===== config.mk =====
export PLATFORM = sky130hd
export DESIGN_NAME = spi_eeprom_responder_flat
export DESIGN_NICKNAME = d
export VERILOG_FILES = /design/src/rtl/spi_eeprom_responder_if.sv /design/src/rtl/spi_eeprom_responder.sv /design/src/flat_wrapper.sv
export SDC_FILE = /design/constraint.sdc
export NUM_CORES = 1
export LEC_CHECK = 0
export ABC_CLOCK_PERIOD_IN_PS = 1800
export BUFFER_PORTS_ARGS = -buffer_cell sky130_fd_sc_hd__buf_2
export CORE_MARGIN = 2
export CORE_UTILIZATION = 45
export DETAILED_ROUTE_END_ITERATION = 10
export GPL_TIMING_DRIVEN = 1
export PLACE_DENSITY = 0.66
export SLEW_MARGIN = 10
export SYNTH_ARGS = -nofsm -noshare
export SYNTH_HDL_FRONTEND = slang
export SYNTH_SLANG_ARGS = --single-unit

===== constraint.sdc =====
create_clock -name clk -period 1.8 [get_ports clk]
set_input_delay 0.18 -clock clk [delete_from_list [all_inputs] [get_ports clk]]
set_output_delay 0.18 -clock clk [all_outputs]
set_load 0.01 [all_outputs]

===== src/rtl/spi_eeprom_responder_if.sv =====
// SPI pin bundle plus host-side byte-fetch handshake for spi_eeprom_responder.
// slave = responder side, master = initiator/host side.
interface spi_eeprom_responder_if #(
    parameter int unsigned ADDR_W = 24
);
    logic              spi_cs_n;
    logic              spi_sclk;
    logic              spi_mosi;
    logic              spi_miso;
    logic              spi_miso_oe;
    logic              rd_req;
    logic [ADDR_W-1:0] rd_addr;
    logic              rd_ack;
    logic [7:0]        rd_data;
    logic              busy;
    logic              underrun;

    modport slave (
        input  spi_cs_n, spi_sclk, spi_mosi, rd_ack, rd_data,
        output spi_miso, spi_miso_oe, rd_req, rd_addr, busy, underrun
    );

    modport master (
        output spi_cs_n, spi_sclk, spi_mosi, rd_ack, rd_data,
        input  spi_miso, spi_miso_oe, rd_req, rd_addr, busy, underrun
    );
endinterface


===== src/rtl/spi_eeprom_responder.sv =====
// SPI mode-0 serial-EEPROM read responder (READ 0x03, RDSR 0x05), pins oversampled in clk.
// Define SPI_RESP_FASTREAD_EN to also accept FAST_READ (0x0B) with an 8-bit-time dummy phase.
module spi_eeprom_responder #(
    parameter int unsigned ADDR_W      = 24,
    parameter logic [7:0]  STATUS_BYTE = 8'h00,
    parameter int unsigned SYNC_STAGES = 2
) (
    input logic                   clk,
    input logic                   rst,
    spi_eeprom_responder_if.slave bus
);
    localparam int unsigned CntW = (ADDR_W > 8) ? $clog2(ADDR_W) : 3;

    typedef enum logic [2:0] {
        StIdle, StCmd, StAddr, StData, StStatus, StIgnore
`ifdef SPI_RESP_FASTREAD_EN
        , StDummy
`endif
    } state_e;

    logic [SYNC_STAGES-1:0] cs_sync_q, cs_sync_d, sclk_sync_q, sclk_sync_d;
    logic [SYNC_STAGES-1:0] mosi_sync_q, mosi_sync_d;
    logic                   cs_prev_q, cs_prev_d, sclk_prev_q, sclk_prev_d;
    state_e                 state_q, state_d;
    logic [CntW-1:0]        bit_cnt_q, bit_cnt_d;
    logic [ADDR_W-1:0]      sh_q, sh_d;
    logic [7:0]             tx_q, tx_d;
    logic [2:0]             tx_cnt_q, tx_cnt_d;
    logic                   miso_q, miso_d;
    logic                   rd_req_q, rd_req_d;
    logic [ADDR_W-1:0]      rd_addr_q, rd_addr_d;
    logic [7:0]             buf_q, buf_d;
    logic                   buf_vld_q, buf_vld_d;
    logic                   underrun_q, underrun_d;
`ifdef SPI_RESP_FASTREAD_EN
    logic                   fast_q, fast_d;
`endif

    logic       cs_s, sclk_s, mosi_s;
    logic       cs_rise, cs_fall, sclk_rise, sclk_fall;
    logic       shift_en, load_en;
    logic [7:0] load_val;

    always_comb begin
        cs_sync_d   = {cs_sync_q[SYNC_STAGES-2:0], bus.spi_cs_n};
        sclk_sync_d = {sclk_sync_q[SYNC_STAGES-2:0], bus.spi_sclk};
        mosi_sync_d = {mosi_sync_q[SYNC_STAGES-2:0], bus.spi_mosi};
        cs_prev_d   = cs_sync_q[SYNC_STAGES-1];
        sclk_prev_d = sclk_sync_q[SYNC_STAGES-1];
    end

    assign cs_s      = cs_sync_q[SYNC_STAGES-1];
    assign sclk_s    = sclk_sync_q[SYNC_STAGES-1];
    assign mosi_s    = mosi_sync_q[SYNC_STAGES-1];
    assign cs_rise   = cs_s & ~cs_prev_q;
    assign cs_fall   = ~cs_s & cs_prev_q;
    assign sclk_rise = sclk_s & ~sclk_prev_q;
    assign sclk_fall = ~sclk_s & sclk_prev_q;

    always_comb begin
        state_d    = state_q;
        bit_cnt_d  = bit_cnt_q;
        sh_d       = sh_q;
        tx_d       = tx_q;
        tx_cnt_d   = tx_cnt_q;
        miso_d     = miso_q;
        rd_req_d   = rd_req_q;
        rd_addr_d  = rd_addr_q;
        buf_d      = buf_q;
        buf_vld_d  = buf_vld_q;
        underrun_d = underrun_q;
        shift_en   = 1'b0;
        load_en    = 1'b0;
        load_val   = 8'hFF;
`ifdef SPI_RESP_FASTREAD_EN
        fast_d     = fast_q;
`endif

        if (rd_req_q && bus.rd_ack) begin
            buf_d     = bus.rd_data;
            buf_vld_d = 1'b1;
            rd_req_d  = 1'b0;
        end

        // Deselect wins over everything, including an ack landing in the same cycle.
        if (cs_rise) begin
            state_d   = StIdle;
            miso_d    = 1'b1;
            rd_req_d  = 1'b0;
            buf_vld_d = 1'b0;
        end else begin
            unique case (state_q)
                StIdle: begin
                    if (cs_fall) begin
                        state_d   = StCmd;
                        bit_cnt_d = '0;
`ifdef SPI_RESP_FASTREAD_EN
                        fast_d    = 1'b0;
`endif
                    end
                end
                StCmd: begin
                    if (sclk_rise) begin
                        sh_d      = {sh_q[ADDR_W-2:0], mosi_s};
                        bit_cnt_d = bit_cnt_q + CntW'(1);
                        if (bit_cnt_q == CntW'(7)) begin
                            bit_cnt_d = '0;
                            tx_cnt_d  = '0;
                            case ({sh_q[6:0], mosi_s})
                                8'h03: state_d = StAddr;
                                8'h05: state_d = StStatus;
`ifdef SPI_RESP_FASTREAD_EN
                                8'h0B: begin
                                    state_d = StAddr;
                                    fast_d  = 1'b1;
                                end
`endif
                                default: state_d = StIgnore;
                            endcase
                        end
                    end
                end
                StAddr: begin
                    if (sclk_rise) begin
                        sh_d      = {sh_q[ADDR_W-2:0], mosi_s};
                        bit_cnt_d = bit_cnt_q + CntW'(1);
                        if (bit_cnt_q == CntW'(ADDR_W - 1)) begin
                            bit_cnt_d = '0;
                            tx_cnt_d  = '0;
                            rd_addr_d = {sh_q[ADDR_W-2:0], mosi_s};
                            rd_req_d  = 1'b1;
                            buf_vld_d = 1'b0;
`ifdef SPI_RESP_FASTREAD_EN
                            state_d   = fast_q ? StDummy : StData;
`else
                            state_d   = StData;
`endif
                        end
                    end
                end
`ifdef SPI_RESP_FASTREAD_EN
                StDummy: begin
                    if (sclk_rise) begin
                        bit_cnt_d = bit_cnt_q + CntW'(1);
                        if (bit_cnt_q == CntW'(7)) begin
                            bit_cnt_d = '0;
                            state_d   = StData;
                        end
                    end
                end
`endif
                StData: begin
                    if (sclk_fall) begin
                        shift_en = 1'b1;
                        load_en  = (tx_cnt_q == 3'd0);
                        if (load_en) begin
                            // An ack in the very cycle the byte is needed is used directly.
                            if (buf_vld_q) begin
                                load_val = buf_q;
                            end else if (rd_req_q && bus.rd_ack) begin
                                load_val = bus.rd_data;
                            end else begin
                                load_val   = 8'hFF;
                                underrun_d = 1'b1;
                            end
                            buf_vld_d = 1'b0;
                            rd_addr_d = rd_addr_q + ADDR_W'(1);
                            rd_req_d  = 1'b1;
                        end
                    end
                end
                StStatus: begin
                    if (sclk_fall) begin
                        shift_en = 1'b1;
                        load_en  = (tx_cnt_q == 3'd0);
                        load_val = STATUS_BYTE;
                    end
                end
                StIgnore: ;
                default: state_d = StIdle;
            endcase
        end

        if (shift_en) begin
            if (load_en) begin
                {miso_d, tx_d} = {load_val, 1'b1};
            end else begin
                {miso_d, tx_d} = {tx_q, 1'b1};
            end
            tx_cnt_d = tx_cnt_q + 3'd1;
        end
    end

    // cs_n sync resets to "selected" so a frame already in progress at reset is not picked up.
    always_ff @(posedge clk or negedge rst) begin
        if (!rst) begin
            cs_sync_q   <= '0;
            sclk_sync_q <= '0;
            mosi_sync_q <= '0;
            cs_prev_q   <= 1'b0;
            sclk_prev_q <= 1'b0;
            state_q     <= StIdle;
            bit_cnt_q   <= '0;
            sh_q        <= '0;
            tx_q        <= 8'hFF;
            tx_cnt_q    <= '0;
            miso_q      <= 1'b1;
            rd_req_q    <= 1'b0;
            rd_addr_q   <= '0;
            buf_q       <= '0;
            buf_vld_q   <= 1'b0;
            underrun_q  <= 1'b0;
`ifdef SPI_RESP_FASTREAD_EN
            fast_q      <= 1'b0;
`endif
        end else begin
            cs_sync_q   <= cs_sync_d;
            sclk_sync_q <= sclk_sync_d;
            mosi_sync_q <= mosi_sync_d;
            cs_prev_q   <= cs_prev_d;
            sclk_prev_q <= sclk_prev_d;
            state_q     <= state_d;
            bit_cnt_q   <= bit_cnt_d;
            sh_q        <= sh_d;
            tx_q        <= tx_d;
            tx_cnt_q    <= tx_cnt_d;
            miso_q      <= miso_d;
            rd_req_q    <= rd_req_d;
            rd_addr_q   <= rd_addr_d;
            buf_q       <= buf_d;
            buf_vld_q   <= buf_vld_d;
            underrun_q  <= underrun_d;
`ifdef SPI_RESP_FASTREAD_EN
            fast_q      <= fast_d;
`endif
        end
    end

    assign bus.spi_miso    = miso_q;
    assign bus.spi_miso_oe = (state_q == StData) || (state_q == StStatus);
    assign bus.rd_req      = rd_req_q;
    assign bus.rd_addr     = rd_addr_q;
    assign bus.busy        = (state_q != StIdle);
    assign bus.underrun    = underrun_q;
endmodule

===== src/flat_wrapper.sv =====
// flat-port wrapper written by rule: the top's interface ports become plain ports
module spi_eeprom_responder_flat 
#(
    parameter int unsigned ADDR_W      = 24,
    parameter logic [7:0]  STATUS_BYTE = 8'h00,
    parameter int unsigned SYNC_STAGES = 2
)
  (clk, rst, bus_spi_cs_n, bus_spi_sclk, bus_spi_mosi, bus_rd_ack, bus_rd_data, bus_spi_miso, bus_spi_miso_oe, bus_rd_req, bus_rd_addr, bus_busy, bus_underrun);
  spi_eeprom_responder_if #(.ADDR_W(ADDR_W)) bus_i ();
  input logic clk;
  input logic rst;
  input wire logic [$bits(bus_i.spi_cs_n)-1:0] bus_spi_cs_n;
  input wire logic [$bits(bus_i.spi_sclk)-1:0] bus_spi_sclk;
  input wire logic [$bits(bus_i.spi_mosi)-1:0] bus_spi_mosi;
  input wire logic [$bits(bus_i.rd_ack)-1:0] bus_rd_ack;
  input wire logic [$bits(bus_i.rd_data)-1:0] bus_rd_data;
  output wire logic [$bits(bus_i.spi_miso)-1:0] bus_spi_miso;
  output wire logic [$bits(bus_i.spi_miso_oe)-1:0] bus_spi_miso_oe;
  output wire logic [$bits(bus_i.rd_req)-1:0] bus_rd_req;
  output wire logic [$bits(bus_i.rd_addr)-1:0] bus_rd_addr;
  output wire logic [$bits(bus_i.busy)-1:0] bus_busy;
  output wire logic [$bits(bus_i.underrun)-1:0] bus_underrun;
  assign bus_i.spi_cs_n = bus_spi_cs_n;
  assign bus_i.spi_sclk = bus_spi_sclk;
  assign bus_i.spi_mosi = bus_spi_mosi;
  assign bus_i.rd_ack = bus_rd_ack;
  assign bus_i.rd_data = bus_rd_data;
  assign bus_spi_miso = bus_i.spi_miso;
  assign bus_spi_miso_oe = bus_i.spi_miso_oe;
  assign bus_rd_req = bus_i.rd_req;
  assign bus_rd_addr = bus_i.rd_addr;
  assign bus_busy = bus_i.busy;
  assign bus_underrun = bus_i.underrun;
  spi_eeprom_responder #(.ADDR_W(ADDR_W), .STATUS_BYTE(STATUS_BYTE), .SYNC_STAGES(SYNC_STAGES)) u_core (.clk(clk), .rst(rst), .bus(bus_i));
endmodule

==> out/metrics.cfg, run 1 <==
[route]
routed-via-count = 3835
drt_pre_antenna_iters = 5
vias_per_cell = 5.741
wl_cell_um = 17.11
drtAntennaViolNets = 0
remaining_drcs = 0
drt_iter0_markers = 248
finalWirelength_mm = 11.43

[synthesis]
yosysWarningCount = 0
postSynthNetCount = 448
syn-cell-area_mm2 = 0.004414
synth-main-ff-cell = dfrtp_1
ys_ff_latch = 85
synth_enable_flop_cells = 0
seq_area_frac_synth = 0.4841
netlist-cell-type-count = 67
async_flop_share = 1.000
synthesis.area_per_instance_um2 = 10.27
synth_cells = 430

[floorplanning]
floorplan.initialDensity = 0.4579
chipWidth_um = 103.0
ios = 43
die_area_mm2 = 0.01062
coreArea_mm2 = 0.009639
placement_rows = 36
die_h_um = 103.0

[finish]
syn_to_final_growth_pct = 33.84
mostFrequentLayoutCells = 74 x dfrtp_1, 54 x buf_4, 40 x nand2_1, 40 x buf_2, 26 x o21ai_0
drive_above_1_share = 0.4075
nets = 548
diodes = 0
layout.cells.most_common = dfrtp_1

[critical_path]
reg2reg_depth = 6
r2r-start = u_core.state_q[0]$_DFFE_PN0P_
critical_path_arrival_ns = 2.17
rr_endpoint = u_core.sh_q[0]$_DFFE_PN0P_
crit_required_ns = 2.07
start_to_end_type_of_the_worst_setup_path = flop to flop
ff2ff_setup_slack_ns = -0.10
critical_path_peak_fanout = 12
critPathLaunchType = flop
critPathCaptureType = flop

[cts]
h-tree-depth = 3
ctsLongestPathBuffers = 2
worst_skew_pair.late_latency_ns = 0.38
clock_tree_from_tritoncts = built
cts.root.buffer_cell = clkbuf_8
clk_transition_reported_paths_ns = 0.09
number_of_sinks_on_the_clock_net = 85
tritoncts.num_buffers = 9

[flow_run]
max-cap-violations = 0

[timing]
finalWorstPathRequiredPeriod_ns = 1.901
finClkSkew_ns = 0.01381
achievable-frequency_mhz = 526.2
timing.hold.ws_ns = 0.04317
final-hold-violation-count = 0
fin_ws_ns = -0.1006
worst_pin_slew_ns = 0.4688
setup_violating_endpoint_count_in_the_final_report = 22
slew_violations = 0
maxSlewHeadroom = 0.6875
grt_setup_unrepaired = true
final.period_utilization = 1.056

[grt]
first_global_vias = 3669
grt_max_degree = 86
track_usage = 0.2054
global_route_wire_length_before_repair_mm = 17.17
grt_antenna_before_repair = 0
globalRoute.totalOverflow = 0

[place]
port_buf_inserts = 42
detailedPlacementHpwl_mm = 7.080
place_congestion = 0.8773
dpl_worst_slack_ns = -0.05324

[min_path]
whs_path_depth = 2
end_point_of_the_most_critical_hold_path = u_core.buf_q[7]$_DFFE_PN0N_
worstHoldPathType = input pin to flop
hold_path_startpoint = bus_rd_data[7]

[run_status]
failed_checks = setup timing
run_status = finished, violations left

[power_and_ir_drop]
fin_total_pwr_w = 0.006101
p_per_area_mw_per_mm2 = 1033
p_leak_nw = 2.661
irDropWorstVdd_uv = 435.2

[through the flow]
| stage | utilization | setup TNS (ns) | cell area [um^2] | cells |
|---|---|---|---|---|
| 2_1_floorplan | - | -0.005748 | 4414 | 430 |
| 3_3_place_gp | 0.5319 | 0 | 5127 | 635 |
| 3_5_place_dp | 0.5319 | -0.2673 | 5127 | 635 |
| 4_1_cts | 0.5701 | -0.09796 | 5495 | 656 |
| 5_1_grt | 0.6129 | -2.385 | 5908 | 668 |
| 6_report | 0.6129 | -0.7973 | 5908 | 668 |
[metal layers]
layer,vias to the layer above,track usage,wire length [um],share of wire
met5,-,0,0,0
met4,0,0.09514,210,0.018
met3,16,0.02983,489,0.043
met2,116,0.3167,5388,0.47
met1,1905,0.2868,5340,0.47
li1,1798,-,-,-
[power breakdown]
part           leakage [nW]  internal, W  total, W  switching (W)
registers              1.12      0.00225   0.00254       0.000286
clock network         0.126      0.00100   0.00174       0.000741
logic                  1.42     0.000970   0.00182       0.000853
[synthesized netlist by cell type, drive strengths merged, types with 8 or more instances]
cell	n	area [um^2]
clkbuf	11	45.04
buf	16	111.4
dfrtp	77	1927
nor2	20	75.07
nand2b	9	56.30
nor3	14	75.07
o21ai	31	155.2
a21oi	31	155.2
nand3	19	112.6
nand2	44	167.7
dfstp	8	210.2
mux2	31	349.1
nand4	11	68.82
[area by class of cell]
type / instances / area [um^2]
multi-input combinational: 314 / 2405
sequential: 85 / 2141
inverter: 4 / 15.01
clock inverter: 5 / 106.4
tap: 133 / 166.4
timing repair buffer: 116 / 923.4
clock buffer: 11 / 151.4
fill: 780 / 3731
[cell families after synthesis]
| logic type | after synthesis | synth area share |
|---|---|---|
| and+or+nand+nor | 160 | 0.2058 |
| xor gates and xnor gates | 5 | 0.01162 |
| DFF | 85 | 0.4841 |
| adders and majority gates | 4 | 0.01134 |
| buffers and inverters | 31 | 0.03883 |
| muxes | 32 | 0.08135 |
| AOI/OAI and AO/OA | 113 | 0.1670 |
[sequential cells by signal, summed over array words and instances, names as in the netlist]
register	flops
u_core.bus.rd_addr	24
u_core.sh_q	23
u_core.buf_q	8
u_core.tx_q	7
u_core.bit_cnt_q	5
u_core.state_q	3
u_core.tx_cnt_q	3
u_core.cs_sync_q	2
u_core.mosi_sync_q	2
u_core.sclk_sync_q	2
u_core.buf_vld_q	1
u_core.bus.rd_req	1
u_core.bus.spi_miso	1
u_core.bus.underrun	1
u_core.cs_prev_q	1
u_core.sclk_prev_q	1
[timing repair]
| item | CTS | global route |
|---|---|---|
| hold endpoints to repair | 80 | 0 |
| pin swaps | 5 | 10 |
| setup buffers | 1 | 9 |
| hold buffers | 4 | 0 |
| gates cloned | 0 | 3 |
| setup endpoints to repair | 18 | 42 |
| gates resized for setup | 17 | 73 |
[how the worst max path moves through the flow]
stage / startpoint / endpoint / cells past startpoint
final: u_core.state_q[0]$_DFFE_PN0P_ / u_core.sh_q[0]$_DFFE_PN0P_ / 6
after global routing: u_core.state_q[0]$_DFFE_PN0P_ / u_core.sh_q[0]$_DFFE_PN0P_ / 6
after CTS: u_core.tx_cnt_q[0]$_DFFE_PN0P_ / u_core.bus.rd_addr[21]$_DFFE_PN0P_ / 8
after detailed placement: u_core.tx_cnt_q[0]$_DFFE_PN0P_ / u_core.bus.rd_addr[21]$_DFFE_PN0P_ / 9
after global placement: u_core.tx_cnt_q[0]$_DFFE_PN0P_ / u_core.bus.rd_addr[10]$_DFFE_PN0P_ / 9
after floorplan: u_core.tx_cnt_q[0]$_DFFE_PN0P_ / u_core.bus.rd_addr[21]$_DFFE_PN0P_ / 8
[worst max-delay path, cell delays in order, from the launching register on]
cell	delay [ns]
dfrtp_2	0.46
buf_12	0.16
xnor2_4	0.13
nor4_4	0.30
buf_6	0.19
clkbuf_16	0.20
mux2_2	0.34
Note: power is estimated with default switching activity, not from simulation.
==> run 2, diff against run 1 <==
--- a/config.mk
+++ b/config.mk
@@ -5,13 +5,13 @@
 export SDC_FILE = /design/constraint.sdc
 export NUM_CORES = 1
 export LEC_CHECK = 0
-export ABC_CLOCK_PERIOD_IN_PS = 1800
+export ABC_CLOCK_PERIOD_IN_PS = 2300
 export BUFFER_PORTS_ARGS = -buffer_cell sky130_fd_sc_hd__buf_2
 export CORE_MARGIN = 2
 export CORE_UTILIZATION = 45
 export DETAILED_ROUTE_END_ITERATION = 10
 export GPL_TIMING_DRIVEN = 1
-export PLACE_DENSITY = 0.66
+export PLACE_DENSITY = 0.63
 export SLEW_MARGIN = 10
 export SYNTH_ARGS = -nofsm -noshare
 export SYNTH_HDL_FRONTEND = slang
==> constraint.sdc (replaced) <==
create_clock -name clk -period 2.3 [get_ports clk]
set_input_delay 0.23 -clock clk [delete_from_list [all_inputs] [get_ports clk]]
set_output_delay 0.23 -clock clk [all_outputs]
set_load 0.01 [all_outputs]
==> out/metrics.cfg, run 2 (synthesis results as in run 1) <==
[flow_run]
max-cap-violations = 0  ; unchanged

[min_path]
hold_path_startpoint = bus_rd_data[2]
worstHoldPathType = input pin to flop
end_point_of_the_most_critical_hold_path = u_core.buf_q[2]$_DFFE_PN0N_
whs_path_depth = 2  ; unchanged

[place]
place_congestion = 0.7699  ; -12%
dp_cells = 593  ; -6.6%
detailedPlacementHpwl_mm = 6.470  ; -8.6%
dpl_worst_slack_ns = 0.1499  ; +0.2032 ns
port_buf_inserts = 42  ; unchanged

[route]
remaining_drcs = 0  ; unchanged
wl_cell_um = 15.54  ; -9.2%
drt_iter0_markers = 124  ; -50%
finalWirelength_mm = 9.525  ; -17%
vias_per_cell = 5.607  ; -2.3%
drtAntennaViolNets = 0  ; unchanged
drt_pre_antenna_iters = 4  ; -1
routed-via-count = 3437  ; -10%

[critical_path]
critical_path.cell_chain = inv_1 > ha_1 > nor4bb_2 > a2bb2o_4 > nor2b_1 > buf_12 > nor2_1 > nor4b_2
cp_top_family = simple AND/OR/NAND/NOR gates
r2r-start = u_core.tx_cnt_q[0]$_DFFE_PN0P_
ff2ff_setup_slack_ns = 0.24  ; +0.34 ns
cp_num_buf_inv = 2  ; -1
crit_path_max_incr_delay_ns = 0.41  ; -0.05 ns
start_to_end_type_of_the_worst_setup_path = flop to flop
rr_endpoint = u_core.bus.rd_addr[21]$_DFFE_PN0P_
crit_required_ns = 2.56  ; +0.49 ns
reg2reg_depth = 8  ; +2
critPathCaptureType = flop
critical_path_peak_fanout = 25  ; +13
critical_path_arrival_ns = 2.32  ; +0.15 ns
critPathLaunchType = flop
cp_slowest_cell = dfrtp_1

[timing]
maxSlewHeadroom = 0.5442  ; -0.1433
final.period_utilization = 0.8938  ; -0.1621
final-hold-violation-count = 0  ; unchanged
timing.setup.tns_ns = 0  ; +0.7973 ns
fin_ws_ns = 0.2442  ; +0.3448 ns
achievable-frequency_mhz = 486.4  ; -7.5%
grt_setup_unrepaired = false
slew_violations = 0  ; unchanged
timing.hold.ws_ns = 0.1191  ; +0.07591 ns
finClkSkew_ns = 0.008294  ; -0.005512 ns
worst_pin_slew_ns = 0.6824  ; +0.2136 ns
setup_violating_endpoint_count_in_the_final_report = 0  ; -100%
finalWorstPathRequiredPeriod_ns = 2.056  ; +0.1552 ns

[cts]
clock_tree_from_tritoncts = built
post-cts-setup-buffer-count = 0  ; -1
cts.root.buffer_cell = clkbuf_8
number_of_sinks_on_the_clock_net = 85  ; unchanged
clk_transition_reported_paths_ns = 0.08  ; about the same
tritoncts.num_buffers = 9  ; unchanged
worst_skew_pair.late_latency_ns = 0.35  ; -0.03 ns
h-tree-depth = 3  ; unchanged
ctsLongestPathBuffers = 2  ; unchanged

[finish]
syn_to_final_growth_pct = 14.88
largest_register_ffs = 24  ; unchanged
diodes = 0  ; unchanged
fin_util = 0.5261  ; -0.08684
layout.cells.most_common = dfrtp_1
finalNonFillerCells = 613  ; -8.2%
mostFrequentLayoutCells = 77 x dfrtp_1, 43 x nand2_1, 41 x buf_2
nets = 493  ; -10%
drive_above_1_share = 0.2604  ; -0.1471

[power_and_ir_drop]
p_int_w = 0.002855  ; -32%
irDropWorstVdd_uv = 327.1  ; -25%
netSwitchingPower_w = 0.001249  ; -34%
power_frac_clock = 0.290  ; +0.005
p_leak_nw = 2.265  ; -15%
seqPwrFrac = 0.484  ; +0.068
power.switching_fraction = 0.3043  ; -0.003886
share_of_power_burned_in_combinational_logic = 0.226  ; -0.073
p_per_area_mw_per_mm2 = 809.4  ; -22%

[floorplanning]
die_h_um = 103.0  ; unchanged
die_area_mm2 = 0.01062  ; unchanged
coreArea_mm2 = 0.009639  ; unchanged
chipWidth_um = 103.0  ; unchanged
placement_rows = 36  ; unchanged
ios = 43  ; unchanged
floorplan.initialDensity = 0.4579  ; unchanged

[grt]
grt_antenna_before_repair = 0  ; unchanged
first_global_vias = 3201  ; -13%
track_usage = 0.1895  ; -0.01581
grt_max_degree = 48  ; -44%
globalRoute.totalOverflow = 0  ; unchanged
global_route_wire_length_before_repair_mm = 15.79  ; -8.0%

[run_status]
run_status = complete, no violations

run 2: power groups by stage:
stage | sequential, W | clock, W | combinational (W)
2_1_floorplan | 0.00196 | 0 | 0.000684
3_3_place_gp | 0.00201 | 0 | 0.000911
3_5_place_dp | 0.00201 | 0 | 0.000929
4_1_cts | 0.00199 | 0.00123 | 0.000937
5_1_grt | 0.00203 | 0.00128 | 0.00105
6_report | 0.00199 | 0.00119 | 0.000928
run 2: layer usage:
metal | track usage | vias up | share of wire
met5 | 0 | - | 0
li1 | - | 1687 | -
met4 | 0.07591 | 0 | 0.015
met2 | 0.2632 | 72 | 0.43
met1 | 0.2920 | 1665 | 0.50
met3 | 0.03186 | 13 | 0.052
run 2: area by class of cell:
class,count,area (um^2)
clock buffers,12,155.1
clock inverters,4,70.07
fillers,910,4568
inverters,4,15.01
multi-input cells,314,2112
flip-flops and latches,85,2137
well taps,133,166.4
repair buffers,61,415.4
run 2: timing repair:
| item | in CTS | in global routing |
|---|---|---|
| hold buffers | 4 | 0 |
| endpoints found under the setup margin | 0 | 2 |
| endpoints found under the hold margin | 41 | 0 |
| resized for setup | 0 | 1 |
run 2: worst reg2reg max path: cells and delay by family, from the launching register on:
| family | cells | cell delay, ns |
|---|---|---|
| buffers and inverters | 2 | 0.27 |
| AOI/OAI and AO/OA | 1 | 0.21 |
| adders and majority gates | 1 | 0.17 |
| DFF | 1 | 0.41 |
| and+or+nand+nor | 4 | 0.92 |
run 2: worst max-delay path by stage:
stage                                          to                            from  depth (start not counted)  slack (ns)
2_1_floorplan  u_core.bus.rd_addr[21]$_DFFE_PN0P_  u_core.tx_cnt_q[0]$_DFFE_PN0P_                          8        0.43
3_3_place_gp   u_core.bus.rd_addr[21]$_DFFE_PN0P_  u_core.tx_cnt_q[0]$_DFFE_PN0P_                          8        0.23
3_5_place_dp   u_core.bus.rd_addr[21]$_DFFE_PN0P_  u_core.tx_cnt_q[0]$_DFFE_PN0P_                          8        0.15
4_1_cts        u_core.bus.rd_addr[21]$_DFFE_PN0P_  u_core.tx_cnt_q[0]$_DFFE_PN0P_                          8        0.14
5_1_grt        u_core.bus.rd_addr[21]$_DFFE_PN0P_  u_core.tx_cnt_q[0]$_DFFE_PN0P_                          8        0.06
6_report       u_core.bus.rd_addr[21]$_DFFE_PN0P_  u_core.tx_cnt_q[0]$_DFFE_PN0P_                          8        0.24
run 2: metrics by stage:
stage	total power, W	area, um^2
2_1_floorplan	0.002647	4414
4_1_cts	0.004151	5065
3_3_place_gp	0.002918	4800
3_5_place_dp	0.002944	4800
6_report	0.004105	5071
5_1_grt	0.004363	5071
==> run 3, diff against run 2 <==
--- a/config.mk
+++ b/config.mk
@@ -5,9 +5,9 @@
 export SDC_FILE = /design/constraint.sdc
 export NUM_CORES = 1
 export LEC_CHECK = 0
-export ABC_CLOCK_PERIOD_IN_PS = 2300
+export ABC_CLOCK_PERIOD_IN_PS = 1900
 export BUFFER_PORTS_ARGS = -buffer_cell sky130_fd_sc_hd__buf_2
-export CORE_MARGIN = 2
+export CORE_MARGIN = 3
 export CORE_UTILIZATION = 45
 export DETAILED_ROUTE_END_ITERATION = 10
 export GPL_TIMING_DRIVEN = 1
==> constraint.sdc (replaced) <==
create_clock -name clk -period 1.9 [get_ports clk]
set_input_delay 0.19 -clock clk [delete_from_list [all_inputs] [get_ports clk]]
set_output_delay 0.19 -clock clk [all_outputs]
set_load 0.01 [all_outputs]
==> out/metrics.cfg, run 3 (synthesis results as in run 1) <==
[power_and_ir_drop]
share_of_power_burned_in_combinational_logic = 0.288  ; +0.062
p_leak_nw = 2.399  ; +5.9%
irDropWorstVdd_uv = 421.4  ; +29%
p_per_area_mw_per_mm2 = 926.8  ; +15%
power_frac_clock = 0.233  ; -0.057
power.switching_fraction = 0.3226  ; +0.01828
p_int_w = 0.003338  ; +17%
fin_total_pwr_w = 0.004927  ; +20%
seqPwrFrac = 0.479  ; -0.005
netSwitchingPower_w = 0.001590  ; +27%

[timing]
finalWorstPathRequiredPeriod_ns = 1.796  ; -0.2596 ns
achievable-frequency_mhz = 556.7  ; +14%
maxSlewHeadroom = 0.5547  ; +0.01056
finClkSkew_ns = 0.01076  ; +0.002462 ns
final.period_utilization = 0.9453  ; +0.05153
final-hold-violation-count = 0  ; unchanged
worst_pin_slew_ns = 0.6665  ; -0.01581 ns
timing.setup.tns_ns = 0  ; unchanged
slew_violations = 0  ; unchanged
setup_violating_endpoint_count_in_the_final_report = 0  ; unchanged
timing.hold.ws_ns = 0.09498  ; -0.02411 ns

[finish]
nets = 525  ; +6.5%
mostFrequentLayoutCells = 76 x dfrtp_1, 43 x nand2_1, 43 x buf_4, 41 x buf_2
fin_util = 0.5673  ; +0.04120
layout.cells.most_common = dfrtp_1
diodes = 0  ; unchanged
drive_above_1_share = 0.3203  ; +0.05990
syn_to_final_growth_pct = 20.44
largest_register_ffs = 24  ; unchanged

[cts]
clock_tree_from_tritoncts = built
clk_transition_reported_paths_ns = 0.09  ; about the same
worst_skew_pair.late_latency_ns = 0.35  ; about the same
tritoncts.num_buffers = 9  ; unchanged
h-tree-depth = 3  ; unchanged
cts.root.buffer_cell = clkbuf_8
number_of_sinks_on_the_clock_net = 85  ; unchanged
ctsLongestPathBuffers = 2  ; unchanged

[grt]
grt_max_degree = 38  ; -21%
first_global_vias = 3563  ; +11%
met3_usage = 0.03088  ; -0.0009811
track_usage = 0.1920  ; +0.002495
globalRoute.totalOverflow = 0  ; unchanged
grt.busiest_layer = met2
global_route.usage.met2 = 0.2979  ; +0.03466
grt_antenna_before_repair = 0  ; unchanged
met1_usage = 0.2765  ; -0.01550
global_route_wire_length_before_repair_mm = 17.38  ; +10%

[route]
remaining_drcs = 0  ; unchanged
drt_pre_antenna_iters = 4  ; unchanged
finalWirelength_mm = 10.12  ; +6.3%
wl_cell_um = 15.79  ; +1.6%
routed-via-count = 3594  ; +4.6%
drt_iter0_markers = 126  ; +1.6%
drtAntennaViolNets = 0  ; unchanged
vias_per_cell = 5.607  ; about the same

[critical_path]
crit_required_ns = 2.18  ; -0.38 ns
critPathLaunchType = flop
critical_path_arrival_ns = 2.07  ; -0.25 ns
start_to_end_type_of_the_worst_setup_path = flop to flop
critical_path_peak_fanout = 8  ; -68%
critPathCaptureType = flop

[min_path]
worstHoldPathType = input pin to flop

[run_status]
run_status = complete, no violations

[place]
detailedPlacementHpwl_mm = 7.145  ; +10%
place_congestion = 0.8267  ; +7.4%
port_buf_inserts = 42  ; unchanged

[floorplanning]
floorplan.initialDensity = 0.4710  ; +0.01308
die_h_um = 105.0  ; +1.9%
chipWidth_um = 105.0  ; +1.9%
coreArea_mm2 = 0.009371  ; -2.8%
die_area_mm2 = 0.01103  ; +3.9%
ios = 43  ; unchanged
placement_rows = 35  ; -2.8%

[flow_run]
max-cap-violations = 0  ; unchanged

run 3: changes by cell type in the layout (fill, tap and decap cells not counted), moves of 2 or more:
cell,previous run,this run
buf_4,12,43
ha_2,0,2
bufinv_16,2,0
ha_1,4,1
clkinvlp_4,0,2
run 3: through the flow:
| step | cell area (um^2) | std cells | setup slack [ns] |
|---|---|---|---|
| 2_1_floorplan | 4414 | 430 | 0.02754 |
| 3_3_place_gp | 5012 | 618 | -0.05415 |
| 3_5_place_dp | 5012 | 618 | -0.09030 |
| 4_1_cts | 5254 | 639 | 0.0008165 |
| 5_1_grt | 5316 | 641 | -0.007715 |
| 6_report | 5316 | 641 | 0.1039 |
run 3: cell type report:
| type | count | area [um^2] |
|---|---|---|
| fillers | 831 | 4055 |
| inverters | 4 | 15.01 |
| multi-input cells | 314 | 2172 |
| repair buffers | 93 | 659.4 |
| flip-flops and latches | 85 | 2138 |
| clock inverters | 4 | 25.02 |
| clock buffers | 12 | 145.1 |
| well taps | 129 | 161.4 |
run 3: power by group through the flow:
| stage | Sequential, W | Clock, W | Combinational [W] |
|---|---|---|---|
| after floorplan | 0.00238 | 0 | 0.000828 |
| after global placement | 0.00238 | 0 | 0.00132 |
| after detailed placement | 0.00239 | 0 | 0.00133 |
| after CTS | 0.00236 | 0.00119 | 0.00139 |
| after global routing | 0.00240 | 0.00126 | 0.00158 |
| final | 0.00236 | 0.00115 | 0.00142 |
run 3: final timing paths:
kind | startpoint | endpoint | slack, ns | cells past startpoint
max | u_core.state_q[0]$_DFFE_PN0P_ | u_core.bus.rd_addr[0]$_DFFE_PN0P_ | 0.10 | 7
min | bus_rd_data[4] | u_core.buf_q[4]$_DFFE_PN0N_ | 0.09 | 2
max reg2reg | u_core.state_q[0]$_DFFE_PN0P_ | u_core.bus.rd_addr[0]$_DFFE_PN0P_ | 0.10 | 7
min reg2reg | u_core.mosi_sync_q[0]$_DFF_PN0_ | u_core.mosi_sync_q[1]$_DFF_PN0_ | 0.35 | 0
max in group asynchronous | rst | u_core.state_q[0]$_DFFE_PN0P_ | 0.94 | 3
min in group asynchronous | rst | u_core.tx_cnt_q[2]$_DFFE_PN0P_ | 0.31 | 2
run 3: critical path, stage by stage, from the launching register on:
cell	delay, ns
dfrtp_2	0.44
buf_4	0.15
nand4bb_1	0.23
a2bb2o_4	0.26
nand3_4	0.08
buf_4	0.17
or3_1	0.30
nand3_1	0.09
run 3: metal layers:
| metal | wire [um] | vias up | share of wire |
|---|---|---|---|
| met5 | 0 | - | 0 |
| met2 | 4730 | 62 | 0.47 |
| met1 | 4826 | 1781 | 0.48 |
| met4 | 93 | 0 | 0.0092 |
| met3 | 473 | 8 | 0.047 |
| li1 | - | 1743 | - |
run 3: repair_timing:
action / in CTS / in global routing
endpoints found under the hold margin: 20 / 0
pin swaps: 0 / 3
hold buffers: 4 / 0
setup buffers: 1 / 2
setup endpoints to repair: 19 / 30
resized for setup: 5 / 11
